**src/rtl/matrix_mult_pkg.sv**
```systemverilog
// rtl/matrix_mult_pkg.sv - shared types, defaults and width helper for the matrix-multiply block
package matrix_mult_pkg;

  localparam int N_DEFAULT = 3;
  localparam int M_DEFAULT = 8;

  typedef enum logic [1:0] {
    ST_IDLE  = 2'd0,
    ST_RUN   = 2'd1,
    ST_DRAIN = 2'd2,
    ST_DONE  = 2'd3
  } mm_state_e;

  // Index width never collapses to zero bits, even for degenerate sizes.
  function automatic int clog2_min1(input int value);
    int w;
    w = 0;
    while ((1 << w) < value) w++;
    return (w < 1) ? 1 : w;
  endfunction

endpackage

```
**src/rtl/mm_wb_delay.sv**
```systemverilog
// rtl/mm_wb_delay.sv - LAT-stage shift register aligning write-back strobe and address with MAC latency
module mm_wb_delay #(
  parameter int LAT = 1,
  parameter int IW  = 2
) (
  input  logic          clk,
  input  logic          rst_n,
  input  logic          flush,
  input  logic          in_en,
  input  logic [IW-1:0] in_row,
  input  logic [IW-1:0] in_col,
  output logic          out_en,
  output logic [IW-1:0] out_row,
  output logic [IW-1:0] out_col
);

  localparam int W = 1 + 2 * IW;

  logic [W-1:0] pipe_q [LAT];
  logic [W-1:0] pipe_d [LAT];

  always_comb begin
    for (int s = 0; s < LAT; s++) pipe_d[s] = '0;
    if (!flush) begin
      pipe_d[0] = {in_en, in_row, in_col};
      for (int s = 1; s < LAT; s++) pipe_d[s] = pipe_q[s-1];
    end
  end

  always_ff @(posedge clk or negedge rst_n) begin
    if (!rst_n) begin
      for (int s = 0; s < LAT; s++) pipe_q[s] <= '0;
    end else begin
      for (int s = 0; s < LAT; s++) pipe_q[s] <= pipe_d[s];
    end
  end

  assign {out_en, out_row, out_col} = pipe_q[LAT-1];

endmodule

```
**src/rtl/matrix_mult_seq_ctrl.sv**
```systemverilog
// rtl/matrix_mult_seq_ctrl.sv - (i,j,k) loop-nest sequencer driving one MAC per cycle with delayed write-back
module matrix_mult_seq_ctrl
  import matrix_mult_pkg::*;
#(
  parameter int  N       = N_DEFAULT,
  parameter int  MAC_LAT = 1,
  localparam int IW      = clog2_min1(N)
) (
  input  logic          clk,
  input  logic          rst,
  input  logic          start,
  input  logic          abort,
  input  logic          advance,
  output logic          busy,
  output logic          done,
  output logic [IW-1:0] row_idx,
  output logic [IW-1:0] col_idx,
  output logic [IW-1:0] k_idx,
  output logic          acc_clr,
  output logic          mac_en,
  output logic          wr_en,
  output logic [IW-1:0] wr_row,
  output logic [IW-1:0] wr_col
);

  localparam int            DW         = clog2_min1(MAC_LAT);
  localparam logic [IW-1:0] IDX_LAST   = IW'(N - 1);
  localparam logic [DW-1:0] DRAIN_LAST = DW'(MAC_LAT - 1);

  mm_state_e     state_q, state_d;
  logic [IW-1:0] i_q, i_d, j_q, j_d, k_q, k_d;
  logic [DW-1:0] drain_q, drain_d;

  always_ff @(posedge clk or negedge rst) begin
    if (!rst) begin
      state_q <= ST_IDLE;
      i_q     <= '0;
      j_q     <= '0;
      k_q     <= '0;
      drain_q <= '0;
    end else begin
      state_q <= state_d;
      i_q     <= i_d;
      j_q     <= j_d;
      k_q     <= k_d;
      drain_q <= drain_d;
    end
  end

  always_comb begin
    state_d = state_q;
    i_d     = i_q;
    j_d     = j_q;
    k_d     = k_q;
    drain_d = drain_q;
    busy    = 1'b0;
    done    = 1'b0;
    mac_en  = 1'b0;
    acc_clr = 1'b0;

    case (state_q)
      ST_IDLE: begin
        if (start) begin
          state_d = ST_RUN;
          i_d     = '0;
          j_d     = '0;
          k_d     = '0;
        end
      end
      ST_RUN: begin
        busy    = 1'b1;
        mac_en  = advance;
        acc_clr = advance && (k_q == '0);
        // Odometer carry k -> j -> i; the final carry out of i ends the nest.
        if (advance) begin
          if (k_q != IDX_LAST) begin
            k_d = k_q + IW'(1);
          end else begin
            k_d = '0;
            if (j_q != IDX_LAST) begin
              j_d = j_q + IW'(1);
            end else begin
              j_d = '0;
              if (i_q != IDX_LAST) begin
                i_d = i_q + IW'(1);
              end else begin
                i_d     = '0;
                drain_d = '0;
                state_d = ST_DRAIN;
              end
            end
          end
        end
      end
      ST_DRAIN: begin
        busy = 1'b1;
        if (drain_q == DRAIN_LAST) begin
          drain_d = '0;
          state_d = ST_DONE;
        end else begin
          drain_d = drain_q + DW'(1);
        end
      end
      ST_DONE: begin
        done    = 1'b1;
        state_d = ST_IDLE;
      end
      default: state_d = ST_IDLE;
    endcase

    if (abort) begin
      state_d = ST_IDLE;
      i_d     = '0;
      j_d     = '0;
      k_d     = '0;
      drain_d = '0;
    end
  end

  assign row_idx = i_q;
  assign col_idx = j_q;
  assign k_idx   = k_q;

  mm_wb_delay #(
    .LAT (MAC_LAT),
    .IW  (IW)
  ) u_wb_delay (
    .clk     (clk),
    .rst_n   (rst),
    .flush   (abort),
    .in_en   (mac_en && (k_q == IDX_LAST)),
    .in_row  (i_q),
    .in_col  (j_q),
    .out_en  (wr_en),
    .out_row (wr_row),
    .out_col (wr_col)
  );

endmodule

```
**config.mk**
```make
export PLATFORM = sky130hd
export DESIGN_NAME = matrix_mult_seq_ctrl
export DESIGN_NICKNAME = d
export VERILOG_FILES = /design/src/rtl/matrix_mult_pkg.sv /design/src/rtl/mm_wb_delay.sv /design/src/rtl/matrix_mult_seq_ctrl.sv
export SDC_FILE = /design/constraint.sdc
export NUM_CORES = 1
export LEC_CHECK = 0
export CORE_MARGIN = 1
export CORE_UTILIZATION = 45
export CTS_CLUSTER_DIAMETER = 80
export CTS_CLUSTER_SIZE = 24
export DETAILED_ROUTE_END_ITERATION = 10
export GPL_TIMING_DRIVEN = 0
export PLACE_DENSITY = 0.74
export SLEW_MARGIN = 10
export SYNTH_ARGS = -nofsm -noshare
export SYNTH_HDL_FRONTEND = slang
export SYNTH_HIERARCHICAL = 1
export SYNTH_SLANG_ARGS = --single-unit
```
**constraint.sdc**
```tcl
create_clock -name clk -period 4.2 [get_ports clk]
set_input_delay 0.84 -clock clk [delete_from_list [all_inputs] [get_ports clk]]
set_output_delay 0.84 -clock clk [all_outputs]
set_load 0.01 [all_outputs]
```
After elaboration in Yosys (flattened, before gate mapping)
Index checks and enable logic that the tools add are counted.
Widths: inputs -> output; s select.
- bits in registers: 14
- bits of input ports: 5
- output and inout port bits: 15
- $add $sub $neg: 4
- eq/ne operators: 13
- muxes and demuxes: 36
- reductions and logical operators: 12
- operators with widths (operator ; count):
    $mux 2 ; 20
    $ne 3x3->1 const B ; 6
    $pmux 2 s2 ; 3
    $mux 1 ; 10
    $reduce_and 5->1 ; 2
    $pmux 2 s4 ; 1
    $add 2x1->2 const B ; 3
    $eq 2x2->1 const B ; 3
    $ne 2x2->1 const B ; 3
    $reduce_and 6->1 ; 1
    $reduce_bool 3->1 ; 2
    $mux 5 ; 1
    $logic_not 2->1 ; 2
    $reduce_and 4->1 ; 1
    $reduce_and 3->1 ; 1
    $eq 2x1->1 const B ; 1
    $logic_and 1x1->1 ; 2
    $pmux 1 s2 ; 1
    $reduce_or 2->1 ; 1
    $add 1x1->1 const B ; 1

Longest topological paths before layout
- depth in word-level cells: 7
- depth in mapped cells: 6

Hierarchy
Netlist, hierarchy kept.
- modules (own cells, without submodules) (module ; times used ; cells each ; area each (µm²) ; sequential area each (µm²)):
    matrix_mult_seq_ctrl ; 1 ; 61 ; 629.4 ; 200.2
    mm_wb_delay ; 1 ; 10 ; 156.4 ; 125.1

Worst setup path before layout
Ideal clock, no wire load.
- path kind: input to output
- start: in advance
- end: out acc_clr
- arrival time: 1.142 ns
- data required time: 3.360 ns
- setup slack: 2.218 ns
- cell stages on the path: 2
- buffers on the path: 0
- cell sequence: nand2_1 > nor3_1
- cells in the longest elaborated chain, start to end: 2
- RTL lines (element ; RTL line ; source):
    start, declared ; matrix_mult_seq_ctrl.sv:13 ; input logic advance,
    $logic_and 1x1->1 ; matrix_mult_seq_ctrl.sv:73 ; acc_clr = advance && (k_q == '0);
    $mux 1 ; matrix_mult_seq_ctrl.sv:61 ; case (state_q)
    end, declared ; matrix_mult_seq_ctrl.sv:19 ; output logic acc_clr,
Every way passes these cells.

Final worst setup path
Same ends and word-level chain as after synthesis.

==> impl_results.md <==
* Initial antenna violation count at 0
* CTS Sinks at 13
* Max FO, Critical Path at 3
* CTS tree: done
* Mean Syn Cell Area at 11.07 um2
* Cell area after synthesis at 785.8 um2
* Synth Register Bits at 13
* Area Growth Syn to Fin at 30.10%
* Status: finished with violations
* Warnings, synthesis at 6
* Failing checks: design-rule violations
* Std-Cell Rows at 14
* CTS Buf Count at 3
* Critical Path AT at 2.14 ns
* Worst Setup Start Kind: input port
* Most common flop cell mapped by yosys: dfrtp_1
* Post-cts sizing count at 0
* Via count at 625
* Worst-path clk slew at 0.08 ns
* Most frequent CP cell: clkdlybuf4s50_1
* IO Count at 20
* Capture point of the worst path: acc_clr
* Async SR Flop Fraction at 1.000
* First-pass GRT wire length at 2732 um
* Top-count cell post-synth: dfrtp_1
* Initial DRC Count at 19
* RSZ-0062 raised after global routing: no
* Critical R2R Capture: state_q[1]
* Antenna diodes at 0
* Min-delay worst type: register to register
* Die Height at 43.79 um
* Worst path max stage delay at 0.56 ns
* DIE AREA at 0.001917 mm2
* Routed wire length per instance at 14.35 um
* Post-synthesis sequential area ratio at 0.4140
* Overflow left after global routing at 0
* Routed WL at 1579 um
* Endpoints failing hold at 0
* R2R cell count at 6
* Worst clock skew at 0.0008702 ns
* Power, Total at 0.5294 mW
* CP Data Required Time at 3.36 ns
* Layout fillers at 135
* Total track usage at 0.1984
* Final slew viol count at 0
* Pwr per Cell Area at 517.9 mW/mm2
* Residual DRC at 4
* Fin cells at 110
* Slew HR at 0.5978
* Distinct cells, synth at 32
* DR pass1 iterations at 7
* Slowest-stage cell, CP: clkdlybuf4s50_1
* Top cells by area, synth: dfrtp_1 (41%), ha_1 (9.6%), nor2b_1 (4.8%), nor3b_1 (3.8%), a2111oi_4 (3.5%)
* Crit Reg-Reg Startpoint: state_q[1]
* Post-Syn Instances at 71
* Die X at 43.79 um
* Maximum vdd drop at 0.3811 mV
* Hold_buf cts at 0
* Routability Congestion at 0.7416
* Vias in the first global route at 609
* P_leak at 0.4266 nW
* Clk buf depth at 2
* Slew of the pin with the lowest slew margin at 0.6014 ns
* Initial Utilization at 0.4984
* Kind of critical path: input port to output pin
* Syn_nets at 82
* Crit path from: advance
* Fin crit share at 0.7084
* Skew-Pair Late Insertion Delay at 0.27 ns
* Final setup TNS at 0 ns
* CP Capture Type: output pin
* F_max at 0.3361 GHz
* Largest net degree at the start of global routing at 14
* CTS H-tree depth at 1
* Post-synth top cells: dfrtp_1 (13), ha_1 (6), nor2b_1 (6)
* CTS root buf: clkbuf_4
* Core ar. at 0.001577 mm2
* Area leader, netlist: dfrtp_1
* DR vias/cell at 5.682
* I/O Buffers at 19
* Post-synth EDFFs at 0
* Final net count at 106
* Post-CTS setup buffer count at 0
* Core Util, Final at 0.6484
* Post-Place Cells at 106
* DRT antenna net count at 0
* Number of max-cap violations at 0
* Layout cells sized above 1 at 0.09574
* Share of the synthesized area in the top cell type at 0.4140
* # setup viols final at 0
* Minimum clock period at 2.975 ns
* Critical path, cell by cell: clkdlybuf4s50_1 -> nand2_1 -> nor3_1 -> clkdlybuf4s50_1
* R2r setup slk at 2.17 ns
[state kept, by name, indices dropped and copies added (netlist names)]
register / flops
u_wb_delay/pipe_q: 5
col_idx: 2
k_idx: 2
row_idx: 2
state_q: 2
[per-stage QoR]
step                cell area, um2  setup WS (ns)  hold WS, ns
CTS                           1022          1.205       0.6120
detailed placement           996.0          1.209       0.5878
floorplan                    785.8          2.218       0.5444
finish                        1022          1.225       0.6071
global route                  1022          1.138       0.6540
global placement             996.0          1.251       0.5811
[routing by layer]
metal	track usage	vias up	share of wire
li1	-	300	-
met1	0.2422	293	0.45
met2	0.3164	27	0.48
met4	0.1125	0	0.020
met5	0	-	0
met3	0.05000	5	0.058
[power by group]
group / total (mW) / internal [mW] / leakage [nW] / switching, mW
clock: 0.0767 / 0.0368 / 0.0150 / 0.0400
sequential: 0.183 / 0.147 / 0.179 / 0.0359
combinational: 0.270 / 0.143 / 0.233 / 0.126
[worst min path at each step]
stage	cells past startpoint	end	slack, ns	startpoint
floorplan	0	col_idx[0]	0.54	rst
global placement	2	row_idx[1]	0.58	row_idx[1]
detailed placement	2	row_idx[1]	0.59	row_idx[1]
CTS	1	u_wb_delay/pipe_q[3]	0.61	row_idx[1]
global route	1	u_wb_delay/pipe_q[2]	0.65	row_idx[0]
finish	1	u_wb_delay/pipe_q[2]	0.61	row_idx[0]
[layout make-up]
class / count / area [um2] / share of cell area
multi-input cells: 53 / 441.7 / 0.4321
flip-flops and latches: 13 / 325.3 / 0.3182
repair buffers: 19 / 190.2 / 0.1860
clock buffers: 4 / 26.28 / 0.02570
well taps: 16 / 20.02 / 0.01958
inverters: 4 / 15.01 / 0.01469
plain buffers: 1 / 3.754 / 0.003672
[cell usage in the layout (no fill, tap or decap), types with 2 or more instances in the layout]
| master | synthesis | layout |
|---|---|---|
| mux2i_1 | 2 | 2 |
| inv_1 | 4 | 4 |
| nor3b_1 | 4 | 4 |
| nand2_1 | 3 | 3 |
| nand2b_1 | 3 | 3 |
| nor2b_1 | 6 | 6 |
| nor2_1 | 4 | 4 |
| dfrtp_1 | 13 | 13 |
| a21oi_1 | 3 | 3 |
| nand4b_1 | 2 | 2 |
| ha_1 | 6 | 6 |
| clkdlybuf4s50_1 | 0 | 19 |
| clkbuf_4 | 0 | 3 |
| clkbuf_1 | 1 | 2 |
[critical path, delay by kind of cell]
kind,cells,cell delay (ns)
buffers and inverters,2,1.07
AND/OR/NAND/NOR,2,0.22
[logic make-up (layout without fill, tap and decap cells)]
logic type | after synthesis | count (layout) | share of synthesized area
fa+ha+maj | 6 | 6 | 0.09554
mux | 2 | 2 | 0.02548
simple gates | 33 | 33 | 0.2994
flops | 13 | 13 | 0.4140
buf+inv | 5 | 28 | 0.02388
compound gates | 12 | 12 | 0.1417
No activity file was read; power rests on OpenSTA's default activity.
==> patch (same flow settings) <==
Set the parameter `MAC_LAT` to 2 (it was 1).
--- a/src/rtl/matrix_mult_seq_ctrl.sv
+++ b/src/rtl/matrix_mult_seq_ctrl.sv
@@ -3,7 +3,7 @@
   import matrix_mult_pkg::*;
 #(
   parameter int  N       = N_DEFAULT,
-  parameter int  MAC_LAT = 1,
+  parameter int  MAC_LAT = 2,
   localparam int IW      = clog2_min1(N)
 ) (
   input  logic          clk,
Check against the original RTL: not equivalent (Yosys sat finds a counterexample within 10 cycles, from zero or initial values and one cycle with rst low).
==> patch against the original RTL <==
  * Register-to-register slack better by 0.16 ns
  * Sequential share of layout area up 7.8 points
  * Setup slack better by 0.12 ns
  * Routed wire length up 1.8%
  * Final area up 17%
  * Clock skew about the same
  * Sequential cell count up 6
  * Core utilization down 3.7 points
  * Worst hold slack worse by 0.14 ns
  * Synthesized area up 21%
  * Total power up 12%
==> patch: results (changes against the original RTL) <==
grt_use_total_pct: 15.76  # was 19.84%
hold_buffers: 0  # unchanged
dp_cells: 134  # was 106
gp_routability_congestion: 0.7125  # was 0.7416
dr_total_vias: 690  # was 625
synth.area.mux_share_pct: 1.057  # was 2.548%
drive_above_1_share_pct: 9.910  # was 9.574%
clk_latency_ns: 0.28
yosys_warnings: 6  # unchanged
synthAdderAreaFrac_pct: 6.605  # was 9.554%
first_global_vias: 582  # was 609
path_clk_slew_ns: 0.10  # was 0.08 ns
synth-compound-area-share_pct: 10.96  # was 14.17%
synth_common_cells: "dfrtp_1, nor2b_1, a21oi_1"  # was dfrtp_1, ha_1, nor2b_1
drt-pass1-iter-count: 4  # was 7
grt_pass1_wl_um: 2518  # was 2732 um
hold_class: "reg2reg"  # unchanged
cts-resized-gates: 0  # unchanged
combPwrFrac_pct: 45.4  # was 51.0%
syn_nets: 98  # was 82
first_iter_violations: 10  # was 19
async_reset_ff_share_pct: 100.0  # unchanged
grt_max_degree: 20  # was 14
ir_drop_mv: 0.3820  # was 0.3811 mV
cts.path.max_buffers: 2  # unchanged
layout.cells.non_filler: 138  # was 110
cts_buffers: 3  # unchanged
synth_area_leaders: "dfrtp_1, nor2b_1, ha_1, nand2b_1, a21oi_1"  # was dfrtp_1, ha_1, nor2b_1, nor3b_1, a2111oi_4
status: "finished, final reports clean"  # was complete, but fails checks
regMostFlops: "u_wb_delay/pipe_q"  # unchanged
antennaDiodeCount: 0  # unchanged
max-slew-margin-rel_pct: 45.32  # was 59.78%
antenna_found_initial: 0  # unchanged
wl_um: 1607  # was 1579 um
synth_seq_area_share_pct: 50.20  # was 41.40%
fin_skew_ns: 0.0008754  # was 0.0008702 ns
pg_clk_w: 0.0000875  # was 0.0000767 W
synth_flop_cell: "dfrtp_1"  # unchanged
largest_reg_flops: 5  # unchanged
htreeDepth: 1  # unchanged
cts-root-buf: "clkbuf_4"  # unchanged
synth_cell_type_count: 27  # was 32
avgSynthCellArea_um2: 10.76  # was 11.07 um2
leakage_nw: 0.5221  # was 0.4266 nW
fin_nets: 122  # was 106
filler_cell_count: 181  # was 135
p_sw_share_pct: 35.92  # was 38.21%
crit_arrival_ns: 2.01  # was 2.14 ns
[patch: cell count changes in the layout (fill, tap and decap cells not counted), moves of 3 or more]
cell	change
a21oi_1	+4
buf_4	+4
dfrtp_1	+6
nor2b_1	+6
nand2b_1	+3
nor3b_1	-4
[patch: per-stage QoR]
stage | total power, W | hold WS [ns] | area (um2) | setup WS, ns
2_1_floorplan | 0.0004178 | 0.4385 | 947.2 | 2.318
3_3_place_gp | 0.0005010 | 0.4407 | 1171 | 1.344
3_5_place_dp | 0.0005093 | 0.4493 | 1171 | 1.354
4_1_cts | 0.0005990 | 0.4742 | 1199 | 1.345
5_1_grt | 0.0006431 | 0.4977 | 1199 | 1.266
6_report | 0.0005941 | 0.4704 | 1199 | 1.350
[patch: worst paths after layout]
kind,start,to,slack [ns],cells past startpoint
worst max register to register,state_q[1],col_idx[1],2.33,6
worst max-delay path,advance,acc_clr,1.35,3
max in group asynchronous,rst,u_wb_delay/out_row[1],2.68,1
min in group asynchronous,rst,u_wb_delay/out_row[0],1.02,1
worst min-delay path,u_wb_delay/pipe_q[5],u_wb_delay/out_col[0],0.47,1
worst min register to register,u_wb_delay/pipe_q[5],u_wb_delay/out_col[0],0.47,1
[patch: cell type report]
type | count | share of cell area [%]
flip-flops and latches | 19 | 39.67
multi-input cells | 59 | 34.97
plain buffers | 5 | 2.818
clock buffers | 3 | 1.879
well taps | 27 | 2.818
clock inverters | 1 | 0.4175
repair buffers | 19 | 15.87
inverters | 5 | 1.566
[patch: metal layers]
metal / track usage [%] / part of all wire (%)
met4: 5.000 / 0.81
met2: 26.22 / 48
met3: 3.396 / 6.1
met1: 20.32 / 45
met5: 0 / 0
[patch: worst max-delay path, stage by stage]
cell	delay, ns
clkdlybuf4s50_1	0.49
and3_1	0.16
clkdlybuf4s50_1	0.53
